==> src/rtl/admm_scheduler.sv <==
// admm_scheduler: sequences the primal, slack and dual update stages of an ADMM solve.
// Each stage runs a four-phase handshake (start high until done high, start low until done
// low). After the dual stage, one check cycle bumps the iteration count and decides whether
// to stop (both residuals within tolerance, or the iteration limit reached) or loop again.
// A stage that fails to answer a handshake phase within STAGE_TIMEOUT cycles aborts the solve.
//
// Ports:
//   clk, rst                         clock, synchronous active-high reset
//   start                            level solve request, held until done
//   active_horizon, max_iter, tol    solve parameters, latched when the solve starts
//   primal/slack/dual_start, _done   per-stage handshakes
//   pri_res_u, pri_res_x             residuals from the dual stage
//   horizon_out                      latched horizon driven to all stages
//   busy, done, converged, error     solve status
//   iter_count                       completed iterations
module admm_scheduler #(
   parameter int unsigned DATA_WIDTH    = 64,
   parameter int unsigned ITER_WIDTH    = 16,
   parameter int unsigned STAGE_TIMEOUT = 65535
) (
   input  logic                  clk,
   input  logic                  rst,
   input  logic                  start,
   input  logic [31:0]           active_horizon,
   input  logic [ITER_WIDTH-1:0] max_iter,
   input  logic [DATA_WIDTH-1:0] tol,
   output logic                  primal_start,
   input  logic                  primal_done,
   output logic                  slack_start,
   input  logic                  slack_done,
   output logic                  dual_start,
   input  logic                  dual_done,
   input  logic [DATA_WIDTH-1:0] pri_res_u,
   input  logic [DATA_WIDTH-1:0] pri_res_x,
   output logic [31:0]           horizon_out,
   output logic                  busy,
   output logic                  done,
   output logic                  converged,
   output logic                  error,
   output logic [ITER_WIDTH-1:0] iter_count
);

   localparam int unsigned TimerWidth = $clog2(STAGE_TIMEOUT + 1);

   typedef enum logic [3:0] {
      StIdle, StPrimalAssert, StPrimalRelease, StSlackAssert, StSlackRelease,
      StDualAssert, StDualRelease, StCheck, StFinish, StFail
   } state_e;

   state_e                  state_q, state_d;
   logic [TimerWidth-1:0]   timer_q;
   logic [31:0]             horizon_q, horizon_d;
   logic [ITER_WIDTH-1:0]   max_iter_q, max_iter_d;
   logic [DATA_WIDTH-1:0]   tol_q, tol_d;
   logic [ITER_WIDTH-1:0]   iter_q, iter_d;
   logic                    conv_q, conv_d;
   logic                    err_q, err_d;
   logic                    res_ok_q, res_ok_d;
   logic                    in_stage;
   logic                    timeout;

   assign in_stage = (state_q == StPrimalAssert) || (state_q == StPrimalRelease) ||
                     (state_q == StSlackAssert)  || (state_q == StSlackRelease)  ||
                     (state_q == StDualAssert)   || (state_q == StDualRelease);
   // Timer holds the number of cycles already spent in the current phase.
   assign timeout  = (timer_q == TimerWidth'(STAGE_TIMEOUT - 1));

   always_comb begin
      state_d    = state_q;
      horizon_d  = horizon_q;
      max_iter_d = max_iter_q;
      tol_d      = tol_q;
      iter_d     = iter_q;
      conv_d     = conv_q;
      err_d      = err_q;
      res_ok_d   = res_ok_q;
      unique case (state_q)
         StIdle: begin
            if (start) begin
               horizon_d  = active_horizon;
               max_iter_d = max_iter;
               tol_d      = tol;
               iter_d     = '0;
               conv_d     = 1'b0;
               err_d      = 1'b0;
               state_d    = (max_iter == '0) ? StFinish : StPrimalAssert;
            end
         end
         StPrimalAssert: begin
            if (primal_done)  state_d = StPrimalRelease;
            else if (timeout) state_d = StFail;
         end
         StPrimalRelease: begin
            if (!primal_done) state_d = StSlackAssert;
            else if (timeout) state_d = StFail;
         end
         StSlackAssert: begin
            if (slack_done)   state_d = StSlackRelease;
            else if (timeout) state_d = StFail;
         end
         StSlackRelease: begin
            if (!slack_done)  state_d = StDualAssert;
            else if (timeout) state_d = StFail;
         end
         StDualAssert: begin
            if (dual_done) begin
               // Residuals are only guaranteed valid alongside the first dual_done.
               res_ok_d = (pri_res_u <= tol_q) && (pri_res_x <= tol_q);
               state_d  = StDualRelease;
            end else if (timeout) begin
               state_d = StFail;
            end
         end
         StDualRelease: begin
            if (!dual_done)   state_d = StCheck;
            else if (timeout) state_d = StFail;
         end
         StCheck: begin
            iter_d = iter_q + ITER_WIDTH'(1);
            if (res_ok_q) begin
               conv_d  = 1'b1;
               state_d = StFinish;
            end else if (iter_d == max_iter_q) begin
               state_d = StFinish;
            end else begin
               state_d = StPrimalAssert;
            end
         end
         StFinish, StFail: begin
            if (!start) state_d = StIdle;
         end
         default: state_d = StIdle;
      endcase
      if (state_d == StFail) err_d = 1'b1;
   end

   always_ff @(posedge clk) begin
      if (rst) begin
         state_q    <= StIdle;
         timer_q    <= '0;
         horizon_q  <= '0;
         max_iter_q <= '0;
         tol_q      <= '0;
         iter_q     <= '0;
         conv_q     <= 1'b0;
         err_q      <= 1'b0;
         res_ok_q   <= 1'b0;
      end else begin
         state_q    <= state_d;
         horizon_q  <= horizon_d;
         max_iter_q <= max_iter_d;
         tol_q      <= tol_d;
         iter_q     <= iter_d;
         conv_q     <= conv_d;
         err_q      <= err_d;
         res_ok_q   <= res_ok_d;
         if (state_d != state_q) timer_q <= '0;
         else if (in_stage)      timer_q <= timer_q + TimerWidth'(1);
      end
   end

   // Starts decode from distinct states, so at most one can be high.
   assign primal_start = (state_q == StPrimalAssert);
   assign slack_start  = (state_q == StSlackAssert);
   assign dual_start   = (state_q == StDualAssert);
   assign busy         = in_stage || (state_q == StCheck);
   assign done         = (state_q == StFinish) || (state_q == StFail);
   assign horizon_out  = horizon_q;
   assign converged    = conv_q;
   assign error        = err_q;
   assign iter_count   = iter_q;

endmodule
==> config.mk <==
export PLATFORM = sky130hd
export DESIGN_NAME = admm_scheduler
export DESIGN_NICKNAME = d
export VERILOG_FILES = /design/src/rtl/admm_scheduler.sv
export SDC_FILE = /design/constraint.sdc
export NUM_CORES = 1
export LEC_CHECK = 0
export BUFFER_PORTS_ARGS = -buffer_cell sky130_fd_sc_hd__buf_2
export CAP_MARGIN = 0
export CORE_ASPECT_RATIO = 0.7
export CORE_UTILIZATION = 36
export DETAILED_ROUTE_END_ITERATION = 10
export PLACE_DENSITY = 0.62
export SETUP_SLACK_MARGIN = 0.15
export SYNTH_ARGS = -nofsm -noshare
export SYNTH_HDL_FRONTEND = slang
export SYNTH_SLANG_ARGS = --single-unit
==> constraint.sdc <==
create_clock -name clk -period 3.77 [get_ports clk]
set_input_delay 0 -clock clk [delete_from_list [all_inputs] [get_ports clk]]
set_output_delay 0 -clock clk [all_outputs]
set_load 0.05 [all_outputs]
==> metrics.md, run 1 <==
| Metric | Value |
|---|---|
| DR vias/cell | 5.100 |
| Routed Antenna Nets | 0 |
| Vias in the first global route | 9939 |
| Die Y | 138.6 um |
| Simple-Gate Fraction of Synth Area | 0.2336 |
| Initial antenna violation count | 6 |
| Mux contribution to synthesized area | 0 |
| Slowest CP cell | dfxtp_1 |
| Post-DP HPWL | 23.02 mm |
| Fill cell count | 2533 |
| Via count | 10170 |
| Critical path's largest stage delay | 750 ps |
| Min Tclk post-route | 3290 ps |
| Gr ovfl total | 0 |
| DR iter-0 viols | 616 |
| Total GRT Usage | 0.2330 |
| Synth Register Bits | 151 |
| Pwr per Cell Area | 391.9 nW/um2 |
| Post-Route Utilization | 0.5054 |
| Initial core utilization | 0.3700 |
| Largest net degree at the start of global routing | 117 |
| Outcome | completed |
| Cell chain of the critical path | inv_1 > or3_1 > a21boi_0 > o211ai_1 > a221oi_1 > o211ai_1 > a221o_2 > a211oi_2 |
| 1st-pass router iterations | 7 |
| Total Wirelength | 31.77 mm |
| CP Capture Type | flip-flop |
| DIE AREA | 27320 um2 |
| Share of post-route cells with drive strength above 1 | 0.2211 |
| XOR/XNOR Fraction of Synth Area | 0.03286 |
| Clock buffer depth | 2 |
| Setup ws final | 480.3 ps |
| First-pass GRT wire length | 50.62 mm |
| Required @ worst endpoint | 4120 ps |
| Clock-pin slew on the worst setup and hold paths | 70 ps |
| Crit. path cell count | 8 |
| Family with the most delay on the worst path | compound AO/OA/AOI/OAI gates |
| Fraction of registers with async set/reset | 0 |
| # hold bufs at CTS | 113 |
| Cells after DPL | 1845 |
| Row cnt | 49 |
| Syn Area/Cell | 7.706 um2 |
| Seq/Total Area, Yosys | 0.3151 |
| Worst Path Buf+Inv | 1 |
| Crit share post-route | 0.8726 |
| Setup_tns | 0 ps |
| PortBufs | 300 |
| Core area | 25930 um2 |
| Pre-CTS setup slack | 575.8 ps |
| Slew @ Worst Pin | 964.7 ps |
| Max Cap Viol | 0 |
| Total CTS buffers | 17 |
| Clock Latency Late Sink | 440 ps |
| Ys flop type | dfxtp_1 |
| R2r setup slk | 480 ps |
| Synth Area in Compound Gates | 0.1917 |
| Largest family of logic cells by synthesized area | simple AND/OR/NAND/NOR gates |
| CTS sink cnt | 151 |
| Yosys Warn Count | 0 |
| Multi-input gate area | 6038 um2 |
| Chip Width | 197.1 um |
| CP max FO | 21 |
| Final hold vios | 0 |
| RSZ-0062 raised after global routing | no |
| CTS root buffer | clkbuf_16 |
| Fin nets | 1997 |
| Register Area | 3023 um2 |
| Synth Instances | 1245 |
| Leakage | 5.683 nW |
| Number of enable flip-flop cells after synthesis | 0 |
| WL per Instance | 15.94 um |
| PostCTS Resize Cnt | 0 |
| CP most frequent cell | o211ai_1 |
| Worst rel slew slack | 0.3560 |
| Synth Area in Adders | 0.1708 |
| Layout area overhead | 36.61% |
| # DRC | 0 |
| Final setup viols | 0 |
| Worst Hold Path Cells | 5 |
| Synthesized cell area | 9594 um2 |
| GP Congestion | 0.8705 |
| Hold Path Class | primary input to flip-flop |
| CTS H-tree depth | 4 |
| Reg2Reg Depth | 8 |
| Number of library cell types mapped by synthesis | 64 |
| Setup Buffers After CTS | 0 |
| Slew Limit Fails | 0 |
| Boundary Pins | 301 |
| Crit start category | flip-flop |
| Final hold slack | 117.5 ps |
| Post-Route Skew | 11.56 ps |
| CP arrival | 3640 ps |
| Syn_nets | 1622 |
| Non-Filler Instances | 1993 |
| WS Path Type | flip-flop to flip-flop |
| CTS tree | done |
| VDD IR-drop max | 0.2997 mV |
| Fmax | 304.0 MHz |
[cell type report]
class	instances	area share
clock inverter	13	0.01413
timing repair buffer	420	0.2060
multi-input combinational	960	0.4607
sequential	151	0.2306
tap	357	0.03408
inverter	70	0.02005
antenna	3	0.0005728
clock buffer	19	0.03379
[power breakdown]
group	total, W	leakage [nW]	switching [W]	internal, W
clock network	0.00186	0.302	0.000775	0.00108
logic	0.00146	4.15	0.000869	0.000589
registers	0.00182	1.23	0.0000935	0.00173
total	0.00514	5.68	0.00174	0.00340
[cells in the final DEF (no fill, tap or decap), drive strengths merged, types with 13 or more instances in the layout]
master       netlist  layout
a211oi            13      13
a21o              24      24
a21oi            168     168
buf               12     307
clkbuf            52      19
dfxtp            151     151
dlygate4sd3        0     113
ha               131     131
inv               70      76
nand2            267     267
nand3             29      29
nand4             30      30
nor2              65      65
nor3              13      13
nor4              15      15
o21ai             42      42
xnor2             16      16
xor2              20      20
[state kept, by name (all words and copies together) (netlist names)]
name         cells
timer_q         16
tol_q           64
error            1
max_iter_q      16
res_ok_q         1
state_q          4
iter_count      16
converged        1
horizon_out     32
[layer usage]
layer  share of wire  global-route usage  routed length [um]
met1            0.49              0.3249               15420
met3           0.068             0.05496                2152
met4           0.021             0.07222                 658
met2            0.42              0.3537               13490
met5          0.0013                   0                  42
[cell families after synthesis]
group / count (synthesis)
AND/OR/NAND/NOR: 485
AO/OA/AOI/OAI: 308
flip-flops: 151
buffers and inverters: 134
adder cells (fa/ha/maj): 131
XOR/XNOR: 36
[worst min-delay path, cell delays in order]
cell and delay [ps]:
buf_2 160, nand3b_1 90, o21ai_0 90, a22oi_1 90, nor2_1 80
[through the flow]
stage	instance area, um2	power (W)
after detailed placement	11340	0.003206
after floorplan	9594	0.002782
final	13110	0.005137
after CTS	13100	0.005174
after global routing	13100	0.005444
after global placement	11340	0.003177
[Yosys cell counts, types with 15 or more instances]
library cell,instances,share of area
nor4_1,15,0.0098
xnor2_1,16,0.015
ha_1,131,0.17
a21o_1,23,0.018
nand3_1,28,0.015
o21ai_0,41,0.021
nand2_1,267,0.10
a21oi_1,168,0.088
xor2_1,20,0.018
inv_1,70,0.027
nand4_1,29,0.019
nor2_1,55,0.022
clkbuf_1,52,0.020
dfxtp_1,151,0.32
[worst paths after layout]
kind                     to            from
max              timer_q[1]      state_q[0]
min              state_q[1]     primal_done
max reg2reg      timer_q[1]      state_q[0]
min reg2reg  horizon_out[2]  horizon_out[2]
Note: power is estimated with default switching activity, not from simulation.
==> run 2, diff against run 1 <==
==> constraint.sdc (replaced) <==
create_clock -name clk -period 3.7 [get_ports clk]
set_input_delay 0 -clock clk [delete_from_list [all_inputs] [get_ports clk]]
set_output_delay 0 -clock clk [all_outputs]
set_load 0.05 [all_outputs]
==> run 2 against run 1 <==
Total power decreased by 1.8%; clock-buffer cell count increased by 1; first-iteration DRC count decreased by 10%; register-to-register slack got worse by 60 ps; sequential power increased by 2%; utilization decreased by 0.26 points; setup slack got worse by 65 ps; fmax increased by 0.17%; flip-flop and latch count unchanged; critical endpoint is now timer_q[2]; largest cell class unchanged.
==> metrics.md, run 2 (same netlist as run 1, synthesis figures left out) <==
| Metric | Value |
|---|---|
| Outcome | completed |
| Worst R2R End | timer_q[2] |
| Total Wirelength | 31.43 mm |
| CTS sink cnt | 151 |
| Final hold vios | 0 |
| Layout area overhead | 35.90% |
| Fin nets | 1997 |
| Slew Limit Fails | 0 |
| CP max FO | 16 |
| GP Congestion | 0.8700 |
| DIE AREA | 27320 um2 |
| Core area | 25930 um2 |
| Vias in the first global route | 9924 |
| Pre-CTS setup slack | 515.1 ps |
| First-pass GRT wire length | 51.05 mm |
| Largest net degree at the start of global routing | 117 |
| Required @ worst endpoint | 4000 ps |
| Min Tclk post-route | 3284 ps |
| Worst reg2reg startpoint | iter_count[0] |
| Initial antenna violation count | 3 |
| CTS root buffer | clkbuf_16 |
| PortBufs | 300 |
| RSZ-0062 raised after global routing | no |
| Final setup viols | 0 |
| Most common cell after layout, fill and taps aside | buf_2 |
| PostCTS Resize Cnt | 0 |
| R2r setup slk | 420 ps |
| DR vias/cell | 5.088 |
| Setup_tns | 0 ps |
| VDD IR-drop max | 0.3163 mV |
| DR iter-0 viols | 554 |
| Gr ovfl total | 0 |
| Boundary Pins | 301 |
| Crit share post-route | 0.8876 |
| Crit start category | flip-flop |
| Leakage | 5.653 nW |
| Initial core utilization | 0.3700 |
| CTS H-tree depth | 4 |
| Routed Antenna Nets | 0 |
| Share of post-route cells with drive strength above 1 | 0.2205 |
| Reg2Reg Depth | 9 |
| Fmax | 304.5 MHz |
| Hold Path Class | primary input to flip-flop |
| Slew @ Worst Pin | 929.1 ps |
| Clock buffer depth | 2 |
| Most frequent cells in the layout | 299 x buf_2, 267 x nand2_1, 168 x a21oi_1 |
| Max Cap Viol | 0 |
| Row cnt | 49 |
| Die Y | 138.6 um |
| Worst Hold Path EP | state_q[1] |
| 1st-pass router iterations | 5 |
| WS Path Type | flip-flop to flip-flop |
| Most flop-heavy register | tol_q |
| Worst Hold Path Cells | 5 |
| Chip Width | 197.1 um |
| Via count | 10140 |
| CP Capture Type | flip-flop |
| CTS tree | done |
| Hold wc startpoint | primal_done |
| Clock Latency Late Sink | 440 ps |
| CP arrival | 3580 ps |
| Largest register FFs | 64 |
| Pwr per Cell Area | 386.8 nW/um2 |
| Setup ws final | 415.8 ps |
| Total GRT Usage | 0.2331 |
| # DRC | 0 |
| Post-Route Skew | 11.53 ps |
| Post-DP HPWL | 22.90 mm |
| WL per Instance | 15.78 um |
| Clock-pin slew on the worst setup and hold paths | 60 ps |
| Total CTS buffers | 17 |
| Worst rel slew slack | 0.3798 |
[run 2: cell count changes in the layout (fill, tap and decap cells not counted)]
cell       previous run  this run
bufinv_16             3         1
clkbuf_1              1         2
clkinv_2              0         2
diode_2               3         2
inv_6                 2         5
inv_8                 4         0
[run 2: critical path, stage by stage (launching register included)]
cell and delay [ps]:
dfxtp_1 490, ha_1 290, and3_1 340, nand4_1 370
nor3b_1 340, o2111ai_1 170, nor4_1 430, or3_1 160
a221o_2 430, nor2_1 110
[run 2: power by group]
group          internal, W  total, W  switching (W)
clock network     0.000954   0.00171       0.000753
registers          0.00176   0.00186      0.0000963
logic             0.000600   0.00148       0.000881
total              0.00331   0.00504        0.00173
[run 2: repair_timing]
item | CTS | global route
hold endpoints to repair | 113 | 0
hold buffers | 113 | 0
setup buffers | 0 | 0
[run 2: per-layer routing]
layer  global-route usage  up-vias  share of wire
li1                     -     5107              -
met3              0.05131       51          0.063
met4              0.06650        4          0.019
met2               0.3519      307           0.43
met1               0.3313     4667           0.49
met5                    0        -        0.00086
[run 2: worst max path at each step]
stage	startpoint	end	slack [ps]	depth (start not counted)
6_report	iter_count[0]	timer_q[2]	420	9
5_1_grt	iter_count[0]	timer_q[2]	150	9
3_3_place_gp	state_q[0]	timer_q[1]	590	8
2_1_floorplan	state_q[2]	timer_q[8]	570	10
4_1_cts	iter_count[0]	timer_q[2]	440	9
3_5_place_dp	state_q[0]	timer_q[1]	520	8
[run 2: stage by stage]
step / std cells / util / area [um2] / hold WS (ps) / power [W]
floorplan: 1245 / - / 9594 / 136.0 / 0.002835
global route: 1991 / 0.5027 / 13040 / 161.5 / 0.005362
CTS: 1990 / 0.5026 / 13030 / 86.35 / 0.005096
finish: 1992 / 0.5028 / 13040 / 117.2 / 0.005043
global placement: 1845 / 0.4373 / 11340 / 240.1 / 0.003238
detailed placement: 1845 / 0.4373 / 11340 / 245.9 / 0.003264
[run 2: area by class of cell]
| type | instances | area, um2 |
|---|---|---|
| fill | 2543 | 12890 |
| multi-input combinational | 960 | 6038 |
| sequential | 151 | 3023 |
| timing repair buffer | 420 | 2700 |
| clock buffer | 20 | 446.7 |
| tap | 357 | 446.7 |
| inverter | 70 | 262.8 |
| clock inverter | 12 | 116.4 |
| antenna | 2 | 5.005 |
==> run 3, diff against run 2 <==
--- a/config.mk
+++ b/config.mk
@@ -7,10 +7,12 @@
 export LEC_CHECK = 0
 export BUFFER_PORTS_ARGS = -buffer_cell sky130_fd_sc_hd__buf_2
 export CAP_MARGIN = 0
+export CELL_PAD_IN_SITES_DETAIL_PLACEMENT = 1
+export CELL_PAD_IN_SITES_GLOBAL_PLACEMENT = 1
 export CORE_ASPECT_RATIO = 0.7
-export CORE_UTILIZATION = 36
+export CORE_UTILIZATION = 25
 export DETAILED_ROUTE_END_ITERATION = 10
-export PLACE_DENSITY = 0.62
+export PLACE_DENSITY = 0.59
 export SETUP_SLACK_MARGIN = 0.15
 export SYNTH_ARGS = -nofsm -noshare
 export SYNTH_HDL_FRONTEND = slang
==> run 3 against run 2 <==
Critical path type unchanged; non-clock buffer count up 4; largest power group is now clock; final area up 2.1%; critical endpoint is now timer_q[1]; via count up 0.70%; flip-flop and latch count unchanged; setup slack better by 36 ps.
==> metrics.md, run 3 (same netlist as run 1, synthesis figures left out) <==
| Metric | Value |
|---|---|
| Outcome | completed |
| Setup_tns | 0 ps |
| Required @ worst endpoint | 4060 ps |
| Clock-pin slew on the worst setup and hold paths | 60 ps |
| Clock buffer depth | 2 |
| Vias in the first global route | 10640 |
| # DRC | 0 |
| Critical path's largest stage delay | 530 ps |
| Min Tclk post-route | 3248 ps |
| Leakage | 5.701 nW |
| Family with the most delay on the worst path | compound AO/OA/AOI/OAI gates |
| Initial antenna violation count | 2 |
| PortBufs | 300 |
| Crit start category | flip-flop |
| Fmax | 307.9 MHz |
| Worst Path Buf+Inv | 0 |
| 1st-pass router iterations | 4 |
| Finished Cell Area | 13310 um2 |
| CP Capture Type | flip-flop |
| CTS sink cnt | 151 |
| GP Congestion | 0.8124 |
| Most common cell after layout, fill and taps aside | buf_2 |
| Power consumption | 0.005309 W |
| # hold bufs at CTS | 113 |
| Chip Width | 236.1 um |
| Core area | 37500 um2 |
| Post-Route Skew | 12.73 ps |
| Final hold vios | 0 |
| First-pass GRT wire length | 58.95 mm |
| Die Y | 165.9 um |
| Largest net degree at the start of global routing | 117 |
| Largest register FFs | 64 |
| Max Cap Viol | 0 |
| WL per Instance | 17.59 um |
| DR iter-0 viols | 414 |
| Row cnt | 59 |
| Slew @ Worst Pin | 897.8 ps |
| Final setup viols | 0 |
| Total Wirelength | 37.41 mm |
| Initial core utilization | 0.2558 |
| Slew Limit Fails | 0 |
| Placed cell areas | 11550 um2 |
| Total CTS buffers | 17 |
| Slowest CP cell | a221o_2 |
| Clock Latency Late Sink | 450 ps |
| Setup Buffers After CTS | 0 |
| RSZ-0062 raised after global routing | no |
| Hold Path Class | primary input to flip-flop |
| Cell chain of the critical path | ha_1 > and3_1 > and4_1 > a31oi_1 > o2111ai_1 > nor4_1 > or3_1 > a221o_2 > a211oi_2 |
| Via count | 10210 |
| CTS root buffer | clkbuf_16 |
| Share of post-route cells with drive strength above 1 | 0.2224 |
| CTS H-tree depth | 4 |
| CP max FO | 16 |
| DIE AREA | 39180 um2 |
| Post-DP HPWL | 28.53 mm |
| VDD IR-drop max | 0.3030 mV |
| Total GRT Usage | 0.1913 |
| Boundary Pins | 301 |
| Fin nets | 2001 |
| Crit share post-route | 0.8779 |
| Post-Route Utilization | 0.3549 |
| Worst rel slew slack | 0.4015 |
| Most flop-heavy register | tol_q |
| Pwr per Cell Area | 398.8 nW/um2 |
| DR vias/cell | 4.799 |
| Gr ovfl total | 0 |
| Layout area overhead | 38.73% |
| CP arrival | 3610 ps |
| PostCTS Resize Cnt | 0 |
| WS Path Type | flip-flop to flip-flop |
| CTS tree | done |
| Most frequent cells in the layout | 299 x buf_2, 267 x nand2_1, 168 x a21oi_1 |
| Routed Antenna Nets | 0 |
## run 3: worst min-delay path, stage by stage
cell      delay [ps]
buf_2            140
nand3b_1          80
o21ai_0           80
a22oi_1           90
nor2_1            80
## run 3: area by class of cell
cell class	instances	area [um2]
flip-flops and latches	151	3023
clock buffers	19	432.9
repair buffers	424	2743
inverters	70	262.8
fillers	4543	24190
well taps	488	610.6
clock inverters	13	195.2
multi-input cells	960	6038
diodes	2	5.005
## run 3: path summary, 6_finish.rpt
kind                          end       startpoint  slack [ps]  cells after the start
setup / recovery       timer_q[1]    iter_count[0]         450                      9
hold / removal         state_q[1]      primal_done          70                      5
setup reg to reg       timer_q[1]    iter_count[0]         450                      9
hold reg to reg   horizon_out[18]  horizon_out[18]         450                      2
## run 3: through the flow
step	hold slack [ps]	worst slack, ps	std cells
3_3_place_gp	240.4	594.1	1980
6_report	70.50	451.9	2127
2_1_floorplan	136.0	568.1	1245
5_1_grt	130.7	210.7	2127
4_1_cts	48.65	471.8	2125
3_5_place_dp	247.7	519.8	1980
## run 3: routing by layer
metal	track usage	part of all wire	vias up	wire length (um)
met5	0	0	-	0
met2	0.3088	0.46	178	17030
li1	-	-	5123	-
met3	0.04056	0.038	26	1403
met1	0.2564	0.49	4880	18330
met4	0.05392	0.017	0	647
## run 3: power by group
| group | internal (W) | switching, W |
|---|---|---|
| registers | 0.00176 | 0.0000861 |
| clock network | 0.00114 | 0.000782 |
| logic | 0.000609 | 0.000933 |
